===== src/rtl/key_event_filter.sv =====
// key_event_filter: synchronise, debounce and encode 16 raw keypad levels into levels, press pulses and a key event.
// Define KEY_EVENT_FILTER_AUTO_REPEAT_EN to add auto-repeat pulses on the REPEAT_MASK keys.
module key_event_filter #(
    parameter int          TICK_DIV     = 100000,
    parameter int          STABLE_TICKS = 10,
    parameter logic [15:0] REPEAT_MASK  = 16'h00E4,
    parameter int          REPEAT_DELAY = 400,
    parameter int          REPEAT_RATE  = 100
) (
    input  logic        clk,
    input  logic        rst_n,
    input  logic [15:0] btn_raw,
    output logic [15:0] btn_level,
    output logic [15:0] btn_press,
    output logic        key_valid,
    output logic [3:0]  key_code,
    output logic        multi_press
);
    localparam int TW = $clog2(TICK_DIV);
    localparam int SW = $clog2(STABLE_TICKS + 1);
`ifdef KEY_EVENT_FILTER_AUTO_REPEAT_EN
    localparam int RW = $clog2((REPEAT_DELAY > REPEAT_RATE ? REPEAT_DELAY : REPEAT_RATE) + 1);
`endif

    logic [15:0]   r_sync1;
    logic [15:0]   r_sync2;
    logic [TW-1:0] r_tick_cnt;
    logic          w_tick;
    logic [15:0]   w_flip;
    logic [15:0]   w_press;
    logic [3:0]    w_code;

    assign w_tick = r_tick_cnt == TW'(TICK_DIV - 1);

    always_ff @(posedge clk or negedge rst_n) begin
        if (!rst_n) begin
            r_sync1    <= '0;
            r_sync2    <= '0;
            r_tick_cnt <= '0;
        end else begin
            r_sync1    <= btn_raw;
            r_sync2    <= r_sync1;
            r_tick_cnt <= w_tick ? '0 : r_tick_cnt + TW'(1);
        end
    end

    genvar k;
    generate
        for (k = 0; k < 16; k++) begin : g_key
            logic [SW-1:0] r_stab;
            logic          w_diff;
            assign w_diff    = r_sync2[k] ^ btn_level[k];
            assign w_flip[k] = w_tick && w_diff && r_stab == SW'(STABLE_TICKS - 1);
            always_ff @(posedge clk or negedge rst_n) begin
                if (!rst_n)
                    r_stab <= '0;
                else if (w_tick)
                    r_stab <= (w_diff && !w_flip[k]) ? r_stab + SW'(1) : '0;
            end
`ifdef KEY_EVENT_FILTER_AUTO_REPEAT_EN
            if (REPEAT_MASK[k]) begin : g_rep
                logic [RW-1:0] r_rep;
                logic          r_rate;
                logic          w_hit;
                // First target is the hold delay, every later one the repeat rate
                assign w_hit = w_tick && btn_level[k] && !w_flip[k] &&
                               (r_rep + RW'(1)) == (r_rate ? RW'(REPEAT_RATE) : RW'(REPEAT_DELAY));
                always_ff @(posedge clk or negedge rst_n) begin
                    if (!rst_n) begin
                        r_rep  <= '0;
                        r_rate <= 1'b0;
                    end else if (!btn_level[k]) begin
                        r_rep  <= '0;
                        r_rate <= 1'b0;
                    end else if (w_hit) begin
                        r_rep  <= '0;
                        r_rate <= 1'b1;
                    end else if (w_tick) begin
                        r_rep  <= r_rep + RW'(1);
                    end
                end
                assign w_press[k] = (w_flip[k] && !btn_level[k]) || w_hit;
            end else begin : g_norep
                assign w_press[k] = w_flip[k] && !btn_level[k];
            end
`else
            assign w_press[k] = w_flip[k] && !btn_level[k];
`endif
        end
    endgenerate

    always_comb begin
        w_code = '0;
        for (int i = 15; i >= 0; i--)
            if (w_press[i]) w_code = 4'(i);
    end

    always_ff @(posedge clk or negedge rst_n) begin
        if (!rst_n) begin
            btn_level   <= '0;
            btn_press   <= '0;
            key_valid   <= 1'b0;
            key_code    <= '0;
            multi_press <= 1'b0;
        end else begin
            btn_level   <= btn_level ^ w_flip;
            btn_press   <= w_press;
            key_valid   <= |w_press;
            key_code    <= w_code;
            multi_press <= (w_press & (w_press - 16'd1)) != '0;
        end
    end
endmodule


===== config.mk =====
export PLATFORM = sky130hd
export DESIGN_NAME = key_event_filter
export DESIGN_NICKNAME = d
export VERILOG_FILES = /design/src/rtl/key_event_filter.sv
export SDC_FILE = /design/constraint.sdc
export NUM_CORES = 1
export LEC_CHECK = 0
export CAP_MARGIN = 40
export CORE_AREA = 2 2 117 119
export CTS_BUF_LIST = sky130_fd_sc_hd__clkbuf_16
export DETAILED_ROUTE_END_ITERATION = 10
export DIE_AREA = 0 0 119 121
export GPL_ROUTABILITY_DRIVEN = 0
export PLACE_DENSITY = 0.86
export SYNTH_ARGS = -nofsm -noshare
export SYNTH_HDL_FRONTEND = slang
export SYNTH_SLANG_ARGS = --single-unit

===== constraint.sdc =====
create_clock -name clk -period 10.2 [get_ports clk]
set_clock_uncertainty 0.2 [all_clocks]
set_input_delay 2.04 -clock clk [delete_from_list [all_inputs] [get_ports clk]]
set_output_delay 2.04 -clock clk [all_outputs]
set_load 0.01 [all_outputs]

==> out/qor.txt, run 1 <==
Vias -> 5,360
initial antenna violation count -> 0
global-route total usage across every layer -> 0.222
Post-CTS Setup Repair Bufs -> 0
first-pass GRT wire length -> 25,000 µm
Leak -> 3.83 nW
Seq pwr share -> 0.472
CTS tree -> built
Crit Path Category -> flop to flop
Post-synth EDFFs -> 0
DRC -> 0
register area -> 3780 µm²
most common cell after layout, fill and taps aside -> dfrtp_1
DRT antenna net count -> 0
Syn Area/Cell -> 9.99 µm²
largest net degree at the start of global routing -> 88
simple-gate portion of the synthesized area -> 0.201
final setup violating endpoints -> 0
crit share post-route -> 0.401
Die Height -> 121 µm
CP arrival -> 4180 ps
fin util -> 0.644
asr flop ratio synth -> 1.00
number of H-tree levels -> 4
Mapped Cells -> 707
DIE AREA -> 14,400 µm²
synthesis-to-finish area growth -> 19.3%
Starting Density -> 0.540
share of layout cells above drive strength 1 -> 0.0562
YS warnings -> 0
Synth cell types -> 44
# rows -> 42
Combinational Power Share -> 0.022
Max-Cap Viols -> 0
mux contribution to synthesized area -> 0.00142
CP Max Fanout -> 15
min Tclk post-route -> 4090 ps
Worst-path clk slew -> 60 ps
fin nets -> 838
top_reg_cell synth -> dfrtp_1
clock buffer count from CTS -> 17
vias in the first global route -> 5,256
Peak VDD IR -> 0.0986 mV
Setup TNS Final -> 0 ps
core footprint -> 13,100 µm²
post-synthesis net count -> 775
# port buffers -> 55
fmax -> 0.245 GHz
Avg WL per Cell -> 15.5 µm
worst-skew pair later-pin latency -> 420 ps
synthesized cell area -> 7060 µm²
# IOs -> 56
crit end category -> flop
Sw Pwr -> 0.266 mW
PostCTS Resize Cnt -> 0
total grt overflow -> 0
Post-Synth XOR/XNOR Area -> 0.0384
number of diodes -> 0
filler instances -> 941
flops & latches, synth -> 151
final WL -> 14,800 µm
Fin. Hold Viols -> 0
Worst Max-Slew Pin Slew -> 808 ps
RSZ-0062 raised after global routing -> false
Synth Area in Adders -> 0.0930
max-slew violations -> 0
DRT iter0 DRCs -> 456
CP startpoint kind -> flop
cell count after placement -> 927
HPWL after detailed placement -> 9390 µm
Max Root-Sink Buffers -> 2
Hold Buf Count CTS -> 0
hold crit path type -> flop to flop
multi-input logic area -> 3010 µm²
Die W -> 119 µm
compound-gate portion of the synthesized area -> 0.0928
largest family of logic cells by synthesized area -> simple AND/OR/NAND/NOR gates
status -> finished, final reports clean
CTS sink cnt -> 151
Net Sw Frac -> 0.207
Slew headroom -> 0.457
internal power -> 1.02 mW
Seq/Total Area, Yosys -> 0.535
TritonRoute pass-1 iters -> 5
most frequent cells in the layout -> dfrtp_1 (151), o21ai_0 (89), nand2_1 (70)
Vias/cell -> 5.59
root buffer cell -> clkbuf_16
Req. time, crit path -> 10,290 ps
Finished Layout Cells -> 959
Clock Power Share -> 0.506
power per cell area -> 153 nW/µm²
sequential cells by signal (all words and copies together) (netlist names):
signal        cells
g_key.r_stab     64
r_tick_cnt       17
btn_level        16
btn_press        16
r_sync1          16
r_sync2          16
key_code          4
key_valid         1
multi_press       1
Yosys cell counts (2+ instances only):
| master | number | area, µm² |
|---|---|---|
| dfrtp_1 | 151 | 3780 |
| o21ai_0 | 89 | 445 |
| nand2_1 | 70 | 263 |
| nor2_1 | 66 | 248 |
| inv_1 | 53 | 199 |
| ha_1 | 50 | 626 |
| nor3_1 | 34 | 170 |
| or4_1 | 27 | 203 |
| xnor2_1 | 25 | 219 |
| nand3_1 | 23 | 115 |
| a21oi_1 | 17 | 85.1 |
| nor4_1 | 17 | 106 |
| clkbuf_1 | 15 | 56.3 |
| nand2b_1 | 14 | 87.6 |
| nand4_1 | 8 | 50.1 |
| xor2_1 | 6 | 52.6 |
| and4_1 | 3 | 26.3 |
| nor2b_1 | 3 | 18.8 |
| o31ai_1 | 3 | 22.5 |
| or3_1 | 3 | 18.8 |
| a211oi_1 | 2 | 15.0 |
| and2b_2 | 2 | 17.5 |
| maj3_1 | 2 | 20.0 |
| nor4bb_1 | 2 | 20.0 |
| o211ai_1 | 2 | 15.0 |
| o21bai_1 | 2 | 15.0 |
power groups by stage:
stage | clock network (mW) | logic, mW | registers (mW)
6_report | 0.651 | 0.0286 | 0.608
5_1_grt | 0.684 | 0.0330 | 0.608
4_1_cts | 0.657 | 0.0296 | 0.608
3_5_place_dp | 0 | 0.0293 | 0.619
3_3_place_gp | 0 | 0.0288 | 0.619
2_1_floorplan | 0 | 0.00872 | 0.618
cell families after synthesis:
logic type | count (synthesis)
and+or+nand+nor | 279
DFF | 151
AOI/OAI and AO/OA | 122
buffers and inverters | 70
adders and majority gates | 53
xor gates and xnor gates | 31
muxes | 1
path summary, 6_finish.rpt:
kind	slack, ps	start	to	cells past startpoint
worst max-delay path	6110	r_tick_cnt[0]	multi_press	12
worst min-delay path	150	r_sync1[0]	r_sync2[0]	0
worst max register to register	6110	r_tick_cnt[0]	multi_press	12
worst min register to register	150	r_sync1[0]	r_sync2[0]	0
max in group asynchronous	7030	rst_n	g_key[2].r_stab[2]	2
min in group asynchronous	1450	rst_n	g_key[13].r_stab[3]	1
per-stage QoR:
step | power, mW | hold slack (ps) | setup slack, ps | instance area, µm²
after global placement | 0.647 | 131 | 6210 | 7800
final | 1.29 | 146 | 6110 | 8430
after CTS | 1.29 | 148 | 6120 | 8430
after detailed placement | 0.648 | 135 | 6210 | 7820
after global routing | 1.33 | 154 | 5990 | 8430
after floorplan | 0.627 | 131 | 6050 | 7060
layout make-up:
type | count | area share
multi-input combinational | 486 | 0.358
clock buffer | 17 | 0.0505
sequential | 151 | 0.448
inverter | 53 | 0.0236
timing repair buffer | 61 | 0.0717
tap | 176 | 0.0261
clock inverter | 15 | 0.0221
routing by layer:
layer	share of wire	vias to the layer above	wire length (µm)	track usage
li1	-	2586	-	-
met4	0.016	0	231	0.0833
met2	0.50	158	7430	0.375
met3	0.047	24	703	0.0522
met5	0	-	0	0
met1	0.44	2592	6460	0.278
worst max-delay path: stages, from the launching register on:
cell and delay [ps]:
dfrtp_1 420, ha_1 250, and4_1 280, and4_1 350, buf_8 240, nand2_1 90
nor3_1 60, ha_1 240, or4_4 590, nand2b_4 190, or4_1 420, maj3_2 320
or3_1 320
Power figures use the tool's default switching activity.
==> inputs of run 2 (changes only) <==
clock period = 4.05 ns   (was 10.2 ns; I/O delays follow)
==> out/qor.txt, run 2 (synthesis results as in run 1) <==
CP startpoint kind -> flop
number of diodes -> 0
Fin. Hold Viols -> 0
TritonRoute pass-1 iters -> 4
number of H-tree levels -> 4
Starting Density -> 0.540
Leak -> 3.83 nW
PostCTS Resize Cnt -> 0
area of placed instances -> 7870 µm²
Worst-path clk slew -> 60 ps
Avg WL per Cell -> 15.3 µm
Die Height -> 121 µm
post-route cell area -> 8420 µm²
min Tclk post-route -> 3810 ps
Max-Cap Viols -> 0
Post-CTS Setup Repair Bufs -> 0
Critical path origin -> r_tick_cnt[0]
DRC -> 0
top flop regs -> g_key.r_stab (64), r_tick_cnt (17)
Req. time, crit path -> 4160 ps
Largest Register -> g_key.r_stab
Hold Path Origin -> r_sync1[10]
Peak VDD IR -> 0.342 mV
Max Root-Sink Buffers -> 2
clock buffer count from CTS -> 17
fin nets -> 844
Die W -> 119 µm
fin util -> 0.644
global-route total usage across every layer -> 0.224
synthesis-to-finish area growth -> 19.2%
DRT antenna net count -> 0
first-pass GRT wire length -> 25,500 µm
# IOs -> 56
Worst Max-Slew Pin Slew -> 775 ps
R2R Setup Slk -> 240 ps
total grt overflow -> 0
# port buffers -> 55
CP Max Fanout -> 33
Hold Buf Count CTS -> 0
fmax -> 0.262 GHz
final setup violating endpoints -> 0
worst-skew pair later-pin latency -> 430 ps
flip-flop count of the largest register after layout -> 64
Slew headroom -> 0.484
hold crit path type -> flop to flop
HPWL after detailed placement -> 9530 µm
Worst R2R Start -> r_tick_cnt[0]
largest net degree at the start of global routing -> 85
root buffer cell -> clkbuf_16
vias in the first global route -> 5,399
max-slew violations -> 0
initial antenna violation count -> 0
crit end category -> flop
CP arrival -> 3920 ps
CTS sink cnt -> 151
crit share post-route -> 0.941
most common cell after layout, fill and taps aside -> dfrtp_1
status -> finished, final reports clean
Vias -> 5,376
Crit Path Category -> flop to flop
final WL -> 14,800 µm
Vias/cell -> 5.58
DIE AREA -> 14,400 µm²
most frequent cells in the layout -> dfrtp_1 (151), o21ai_0 (89), nand2_1 (70)
# rows -> 42
core footprint -> 13,100 µm²
filler instances -> 984
power per cell area -> 367 nW/µm²
DRT iter0 DRCs -> 382
share of layout cells above drive strength 1 -> 0.0623
CTS tree -> built
-- run 2: changes by cell type in the layout (fill, tap and decap cells not counted), sizes merged --
cell	before	now
buf	7	13
bufinv	4	2
clkinv	4	5
inv	58	57
-- run 2: worst max-delay path, stage by stage, from the launching register on --
cell,delay (ps)
dfrtp_1,410
ha_1,250
and4_1,280
nand4_1,240
buf_4,390
nor4_1,110
ha_1,290
nor4_2,490
nand2_1,110
o32ai_1,330
o2111ai_1,190
or3_1,380
-- run 2: per-stage QoR --
| step | cells | TNS [ps] | power [mW] | worst slack [ps] | hold slack [ps] |
|---|---|---|---|---|---|
| finish | 963 | 0 | 3.09 | 240 | 145 |
| CTS | 963 | 0 | 3.11 | 111 | 150 |
| detailed placement | 933 | 0 | 1.64 | 312 | 137 |
| floorplan | 707 | 0 | 1.58 | 90.9 | 131 |
| global placement | 933 | 0 | 1.63 | 486 | 133 |
| global route | 963 | -10.9 | 3.20 | -10.9 | 153 |
-- run 2: final timing paths --
| kind | end | cells past startpoint |
|---|---|---|
| worst max register to register | multi_press | 11 |
| worst min register to register | r_sync2[10] | 0 |
| worst min-delay path | r_sync2[10] | 0 |
| max in group asynchronous | g_key[6].r_stab[3] | 2 |
| worst max-delay path | multi_press | 11 |
| min in group asynchronous | r_sync2[13] | 1 |
-- run 2: metal layers --
| layer | vias up | GRT usage | wire length [µm] |
|---|---|---|---|
| li1 | 2594 | - | - |
| met1 | 2644 | 0.285 | 6360 |
| met5 | - | 0 | 0 |
| met2 | 114 | 0.372 | 7490 |
| met3 | 24 | 0.0606 | 635 |
| met4 | 0 | 0.0804 | 266 |
-- run 2: layout make-up --
class	count	area (µm²)	share of cell area
clock buffer	17	425	0.0505
inverter	53	199	0.0236
tap	176	220	0.0262
clock inverter	13	118	0.0140
sequential	151	3780	0.449
multi-input combinational	486	3030	0.359
timing repair buffer	67	654	0.0777
-- run 2: where the power goes --
group	internal [mW]	switching, mW	total, mW	leakage [nW]
combinational	0.0274	0.0482	0.0756	1.54
sequential	1.53	0.00609	1.53	2.02
clock	0.883	0.598	1.48	0.273
==> inputs of run 3 (changes only) <==
CORE_AREA = 2 2 164 86   (was 2 2 117 119)
DIE_AREA = 0 0 166 88   (was 0 0 119 121)
==> out/qor.txt, run 3 (synthesis results as in run 1) <==
reg2reg end -> multi_press
initial antenna violation count -> 0
Peak VDD IR -> 0.287 mV
core footprint -> 13,200 µm²
Clock Power Share -> 0.511
DRC -> 0
fin util -> 0.647
R2R Setup Slk -> 230 ps
Fin. Hold Viols -> 0
DRT iter0 DRCs -> 431
Req. time, crit path -> 4140 ps
fmax -> 0.262 GHz
filler instances -> 971
TritonRoute pass-1 iters -> 8
min Tclk post-route -> 3820 ps
Setup WS post-layout -> 232 ps
RSZ-0062 raised after global routing -> false
crit share post-route -> 0.943
register area -> 3780 µm²
max-slew violations -> 0
top flop regs -> g_key.r_stab (64), r_tick_cnt (17)
Avg WL per Cell -> 16.8 µm
DIE AREA -> 14,600 µm²
final setup violating endpoints -> 0
multi-input logic area -> 3030 µm²
global-route total usage across every layer -> 0.231
worst hold stages -> 0
area of placed instances -> 7890 µm²
CP startpoint kind -> flop
CP arrival -> 3910 ps
Starting Density -> 0.536
Max-Cap Viols -> 0
Seq pwr share -> 0.466
total power -> 3.28 mW
# IOs -> 56
internal power -> 2.59 mW
most frequent cells in the layout -> dfrtp_1 (151), o21ai_0 (89), nand2_1 (70)
vias in the first global route -> 5,357
DP Worst Slack -> 331 ps
Max Root-Sink Buffers -> 2
PostCTS Resize Cnt -> 0
largest net degree at the start of global routing -> 81
Net Sw Frac -> 0.212
Critical path origin -> r_tick_cnt[0]
clock buffer count from CTS -> 17
# port buffers -> 55
share of layout cells above drive strength 1 -> 0.0709
most common cell after layout, fill and taps aside -> dfrtp_1
Slew headroom -> 0.468
Die W -> 166 µm
worst-skew pair later-pin latency -> 420 ps
final WL -> 16,200 µm
Vias/cell -> 5.71
fin nets -> 846
number of H-tree levels -> 4
Top Metal Used -> met4
synthesis-to-finish area growth -> 20.7%
Die Height -> 88 µm
Hold Buf Count CTS -> 0
number of diodes -> 0
Combinational Power Share -> 0.023
worst setup path end -> multi_press
crit end category -> flop
status -> finished, final reports clean
Setup TNS Final -> 0 ps
flip-flop count of the largest register after layout -> 64
Largest Register -> g_key.r_stab
CP Max Fanout -> 7
power per cell area -> 385 nW/µm²
CTS sink cnt -> 151
Leak -> 3.87 nW
HPWL after detailed placement -> 10,900 µm
first-pass GRT wire length -> 26,400 µm
CTS tree -> built
post-route cell area -> 8530 µm²
Worst Max-Slew Pin Slew -> 796 ps
DRT antenna net count -> 0
Post-CTS Setup Repair Bufs -> 0
R2R cell count -> 10
total grt overflow -> 0
met2 WL -> 7260 µm
Sw Pwr -> 0.697 mW
metal3 WL -> 1060 µm
hold crit path type -> flop to flop
Worst-path clk slew -> 60 ps
Vias -> 5,514
Crit Path Category -> flop to flop
root buffer cell -> clkbuf_16
met1 wire length -> 7620 µm
# rows -> 30
Worst R2R Start -> r_tick_cnt[0]
-- run 3: worst min path at each step --
stage                startpoint          end  slack, ps
CTS                 r_sync1[12]  r_sync2[12]        150
finish              r_sync1[12]  r_sync2[12]        150
global placement     r_sync1[2]   r_sync2[2]        130
floorplan            r_sync1[0]   r_sync2[0]        130
global route        r_sync1[15]  r_sync2[15]        150
detailed placement  r_sync1[12]  r_sync2[12]        130
-- run 3: metal layers --
layer / track usage / vias up
li1: - / 2597
met1: 0.326 / 2682
met2: 0.357 / 204
met3: 0.0497 / 31
met4: 0.0909 / 0
met5: 0 / -
-- run 3: worst max-delay path, cell delays in order, from the launching register on --
cell and delay (ps):
dfrtp_1 420, ha_1 260, and4_1 280, nand4_1 300, nor3_1 120, ha_1 280
or4_4 590, nand2b_4 190, or4_1 440, maj3_2 320, or3_1 300
-- run 3: final cells by class --
type / count / area share
flip-flops and latches: 151 / 0.443
multi-input cells: 486 / 0.355
repair buffers: 69 / 0.0800
clock buffers: 17 / 0.0499
well taps: 176 / 0.0258
inverters: 53 / 0.0233
clock inverters: 14 / 0.0230
-- run 3: power groups by stage --
| stage | logic (mW) | clock network (mW) | registers, mW |
|---|---|---|---|
| 2_1_floorplan | 0.0220 | 0 | 1.56 |
| 3_3_place_gp | 0.0766 | 0 | 1.56 |
| 3_5_place_dp | 0.0787 | 0 | 1.56 |
| 4_1_cts | 0.0793 | 1.69 | 1.53 |
| 5_1_grt | 0.0876 | 1.77 | 1.53 |
| 6_report | 0.0769 | 1.68 | 1.53 |
-- run 3: through the flow --
step	cells	hold slack (ps)
3_5_place_dp	935	135
6_report	966	147
4_1_cts	966	148
5_1_grt	966	153
3_3_place_gp	935	133
2_1_floorplan	707	131
==> RTL edit 1 (config.mk and constraints of run 1) <==
Add an input register stage for `btn_raw`, cleared by the reset; this delays it by one clock.
--- a/src/rtl/key_event_filter.sv
+++ b/src/rtl/key_event_filter.sv
@@ -18,6 +18,16 @@
 );
     localparam int TW = $clog2(TICK_DIV);
     localparam int SW = $clog2(STABLE_TICKS + 1);
+
+    logic [15:0] btn_raw_q;
+
+    always_ff @(posedge clk or negedge rst_n) begin
+        if (!rst_n) begin
+            btn_raw_q <= '0;
+        end else begin
+            btn_raw_q <= btn_raw;
+        end
+    end
 `ifdef KEY_EVENT_FILTER_AUTO_REPEAT_EN
     localparam int RW = $clog2((REPEAT_DELAY > REPEAT_RATE ? REPEAT_DELAY : REPEAT_RATE) + 1);
 `endif
@@ -38,7 +48,7 @@
             r_sync2    <= '0;
             r_tick_cnt <= '0;
         end else begin
-            r_sync1    <= btn_raw;
+            r_sync1    <= btn_raw_q;
             r_sync2    <= r_sync1;
             r_tick_cnt <= w_tick ? '0 : r_tick_cnt + TW'(1);
         end
Check against the original RTL: no difference found for any inputs over 10 cycles, from zero or initial values and one cycle with rst_n low; that may be too few to reach the edited logic, so the function may still have changed.
==> RTL edit 1 against run 1 <==
Largest cell class unchanged. Count of clock-buffer cells in the layout stayed put. Total power is 4.3% higher. Sequential cell count is 16 higher. Routed wire length is 9.2% higher. Critical path depth is 1 lower. Final area is 3.9% higher. Critical endpoint unchanged. Setup slack worse by 240 ps. Highest routed layer unchanged. Area after synthesis is 4.8% higher.
==> RTL edit 1: results (changes against run 1) <==
Run status
  – Status: complete, no violations (unchanged)

Min path
  – Hold Path End: r_sync1[5] (was r_sync2[0])
  – Hold path startpoint: btn_raw_q[5] (was r_sync1[0])
  – WHS Path Cells: 0 (unchanged)

Clock tree
  – Worst-Skew Late Latency: 430 ps
  – CTS Buffer Depth: 2 (unchanged)

Detailed routing
  – Via/cell ratio: 5.89 (was 5.59)
  – Final WL: 16.2 mm (was 14.8 mm)
  – DR iter-0 viols: 541 (was 456)

Synth
  – Synth cell count leaders: 167 x dfrtp_1, 108 x o21ai_0, 61 x nor2_1 (was 151 x dfrtp_1, 89 x o21ai_0, 70 x nand2_1)
  – Top cells by area, synth: dfrtp_1 56%, ha_1 8.5%, o21ai_0 7.3%, nor2_1 3.1%, xnor2_1 2.8% (was dfrtp_1 54%, ha_1 8.9%, o21ai_0 6.3%, nand2_1 3.7%, nor2_1 3.5%)
  – Adder-Cell Fraction of Synth Area: 8.59% (was 9.30%)
  – Synth cell types: 41 (was 44)
  – Syn nets: 782 (was 775)
  – Post-Syn Instances: 714 (was 707)
  – Synth Register Bits: 167 (was 151)
  – Multiplexer area fraction after synthesis: 0% (was 0.142%)
  – Synth Area in Compound Gates: 10.8% (was 9.28%)
  – Post-synthesis sequential area ratio: 56.5% (was 53.5%)
  – Post-synthesis xor/xnor area fraction: 3.67% (was 3.84%)

STA
  – Max-slew headroom: 46.8% (was 45.7%)
  – Hold slack: 142 ps (was 146 ps)
  – Max Freq: 0.231 GHz (was 0.245 GHz)

Cells and area
  – Multi-input gates: 480 (was 486)
  – Final net count: 847 (was 838)
  – Clk tree area frac: 6.66% (was 7.26%)
  – Bufs w/o clock: 60 (was 61)
  – Non-filler cells, final: 967 (was 959)
  – Number of fill cells: 889 (was 941)
  – Multi-input gate share of total cell area: 33.8% (was 35.8%)
  – Register area: 0.00418 mm^2 (was 0.00378 mm^2)
  – Buffering overhead: 6.96% (was 7.17%)

Worst setup path
  – Levels on crit path: 11 (was 12)
  – Max incr delay on CP: 630 ps (was 590 ps)
  – CP delay by family, top: simple AND/OR/NAND/NOR gates (unchanged)
  – R2R Setup Slk: 5870 ps (was 6110 ps)
  – CP Data Arrival Time: 4410 ps (was 4180 ps)
  – Slowest CP cell: buf_4 (was or4_4)
  – Crit Path Max Fanout: 63 (was 15)

Placement
  – Placed Instances: 936 (was 927)
  – Post-DP HPWL: 10.7 mm (was 9.39 mm)
  – Pre-CTS WS: 6060 ps (was 6210 ps)

GRT
  – GR Layer Usage met1: 28.5% (was 27.8%)
  – Total GRT Usage: 23.4% (was 22.2%)
  – Global-route met3 utilization: 5.12% (was 5.22%)
  – Largest net degree at the start of global routing: 94 (was 88)
  – Initial antenna violation count: 0 (unchanged)
  – Met2 usage: 41.0% (was 37.5%)
  – First-pass GRT wire length: 26.6 mm (was 25.0 mm)

Power
  – Max rail drop VDD: 0.000128 V (was 0.0000986 V)
## RTL edit 1: cell count changes after synthesis, sizes merged, moves of 8 or more
| cell | delta |
|---|---|
| dfrtp | +16 |
| o21ai | +24 |
| or4 | -13 |
| clkbuf | -8 |
| nand2 | -15 |
## RTL edit 1: where the power goes
group | switching [uW] | total, uW | internal, uW
Combinational | 20.3 | 31.5 | 11.2
Sequential | 3.46 | 676 | 672
Clock | 255 | 636 | 381
Total | 279 | 1340 | 1060
## RTL edit 1: per-layer routing
metal / vias up / wire [um] / part of all wire, %
li1: 2611 / - / -
met2: 219 / 8400 / 52
met3: 45 / 861 / 5.3
met4: 0 / 350 / 2.2
met5: - / 0 / 0
met1: 2822 / 6580 / 41
## RTL edit 1: through the flow
step           total power (uW)  area (um^2)  utilization [%]
3_3_place_gp                716         8140             62.2
4_1_cts                    1350         8750             66.9
6_report                   1340         8750             66.9
3_5_place_dp                720         8170             62.4
2_1_floorplan               695         7400                -
5_1_grt                    1380         8750             66.9
==> RTL edit 2 (flow settings as in run 1) <==
Without the edit above. Set the parameter `STABLE_TICKS` to 5 (it was 10).
--- a/src/rtl/key_event_filter.sv
+++ b/src/rtl/key_event_filter.sv
@@ -2,7 +2,7 @@
 // Define KEY_EVENT_FILTER_AUTO_REPEAT_EN to add auto-repeat pulses on the REPEAT_MASK keys.
 module key_event_filter #(
     parameter int          TICK_DIV     = 100000,
-    parameter int          STABLE_TICKS = 10,
+    parameter int          STABLE_TICKS = 5,
     parameter logic [15:0] REPEAT_MASK  = 16'h00E4,
     parameter int          REPEAT_DELAY = 400,
     parameter int          REPEAT_RATE  = 100
Formal check against the unedited RTL: no difference found for any inputs over 10 cycles, from zero or initial values and one cycle with rst_n low; that may be too few to reach the edited logic, so the function may still have changed.
==> RTL edit 2 against run 1 <==
Sequential cell count fell by 16. Routed wire length fell by 23%. Setup slack got worse by 66 ps. Area after synthesis fell by 14%. Combinational power fell by 19%. Critical path depth fell by 2. Die area did not move. Final area fell by 13%. Via count fell by 20%. Total power fell by 17%. Fmax fell by 1.6%. Clock power fell by 23%. Critical path type unchanged.
==> RTL edit 2: results (changes against run 1) <==
Worst setup path
  – Crit Path Max Fanout: 81 (was 15)
  – CP Data Arrival Time: 4240 ps (was 4180 ps)
  – Slowest CP cell: buf_4 (was or4_4)

STA
  – Minimum clock period: 4160 ps (was 4090 ps)
  – Max-slew headroom: 46.0% (was 45.7%)

Synth
  – Post-Syn Instances: 593 (was 707)
  – Multiplexer area fraction after synthesis: 0% (was 0.142%)
  – Synth Area in Compound Gates: 7.44% (was 9.28%)
  – Synth cell types: 40 (was 44)
  – Post-synthesis xor/xnor area fraction: 4.47% (was 3.84%)
  – Synth cell count leaders: 135 x dfrtp_1, 86 x nand2_1, 71 x inv_1 (was 151 x dfrtp_1, 89 x o21ai_0, 70 x nand2_1)
  – Post-synthesis sequential area ratio: 55.6% (was 53.5%)
  – Adder-Cell Fraction of Synth Area: 10.8% (was 9.30%)
  – Top cells by area, synth: dfrtp_1 56%, ha_1 10%, nand2_1 5.3%, inv_1 4.4%, xnor2_1 3.6% (was dfrtp_1 54%, ha_1 8.9%, o21ai_0 6.3%, nand2_1 3.7%, nor2_1 3.5%)
  – Syn nets: 661 (was 775)

GRT
  – Largest net degree at the start of global routing: 82 (was 88)
  – Global-route met3 utilization: 4.98% (was 5.22%)
  – GR Layer Usage met1: 22.2% (was 27.8%)
  – Total GRT Usage: 17.4% (was 22.2%)
  – Vias in the first global route: 4,153 (was 5,256)
  – Met2 usage: 27.6% (was 37.5%)
  – First-pass GRT wire length: 19.6 mm (was 25.0 mm)

Detailed routing
  – Met3 WL: 659 um (was 703 um)
  – DR iter-0 viols: 267 (was 456)
  – Vias: 4,306 (was 5,360)
  – Final WL: 11.4 mm (was 14.8 mm)
  – Wl on met1: 5.08 mm (was 6.46 mm)
  – Met2 WL post-DR: 5.47 mm (was 7.43 mm)
  – Wirelength per Cell: 13.5 um (was 15.5 um)

Power
  – Pleak: 0.00331 uW (was 0.00383 uW)
  – Max rail drop VDD: 0.000113 V (was 0.0000986 V)
  – Switching Share: 20.9% (was 20.7%)
  – Reg power frac: 50.9% (was 47.2%)

Placement
  – Placed Instances: 816 (was 927)
  – Dpl cell area: 0.00682 mm^2 (was 0.00782 mm^2)
  – Pre-CTS WS: 6040 ps (was 6210 ps)
  – Post-DP HPWL: 7.63 mm (was 9.39 mm)

Cells and area
  – Biggest regs: g_key.r_stab: 48 flops, r_tick_cnt: 17 flops (was g_key.r_stab: 64 flops, r_tick_cnt: 17 flops)
  – Share of cells above drive strength 1: 5.08% (was 5.62%)
  – Area delta synth->final: 20.2% (was 19.3%)
  – Final net count: 727 (was 838)

Clock tree
  – Post-cts repair resize count: 0 (unchanged)
  – Post-CTS setup buffers: 0 (unchanged)
  – CTS Buffer Depth: 2 (unchanged)

Run status
  – Status: complete, no violations (unchanged)
RTL edit 2: cell count changes after synthesis, moves of 5 or more:
cell      change
a21oi_1      -13
clkbuf_1      -6
dfrtp_1      -16
inv_1        +18
nand2_1      +16
nand2b_1     -11
nand3_1      -16
nand3b_1     +16
nor2_1       -33
nor3_1        +5
nor4_1       -13
o21ai_0      -52
o21ai_1      +30
or4_1        -24
RTL edit 2: layout make-up:
type | count | area, um^2
Fill cell | 1072 | 5790
Clock inverter | 12 | 51.3
Timing Repair Buffer | 58 | 572
Sequential cell | 135 | 3380
Inverter | 71 | 267
Tap cell | 176 | 220
Multi-Input combinational cell | 376 | 2380
Clock buffer | 17 | 425
RTL edit 2: how the worst min path moves through the flow:
stage	start	endpoint	slack (ps)
finish	r_sync1[8]	r_sync2[8]	150
global route	r_sync1[11]	r_sync2[11]	150
CTS	r_sync1[14]	r_sync2[14]	150
detailed placement	r_sync1[6]	r_sync2[6]	140
global placement	r_sync1[12]	r_sync2[12]	130
floorplan	r_sync1[0]	r_sync2[0]	130
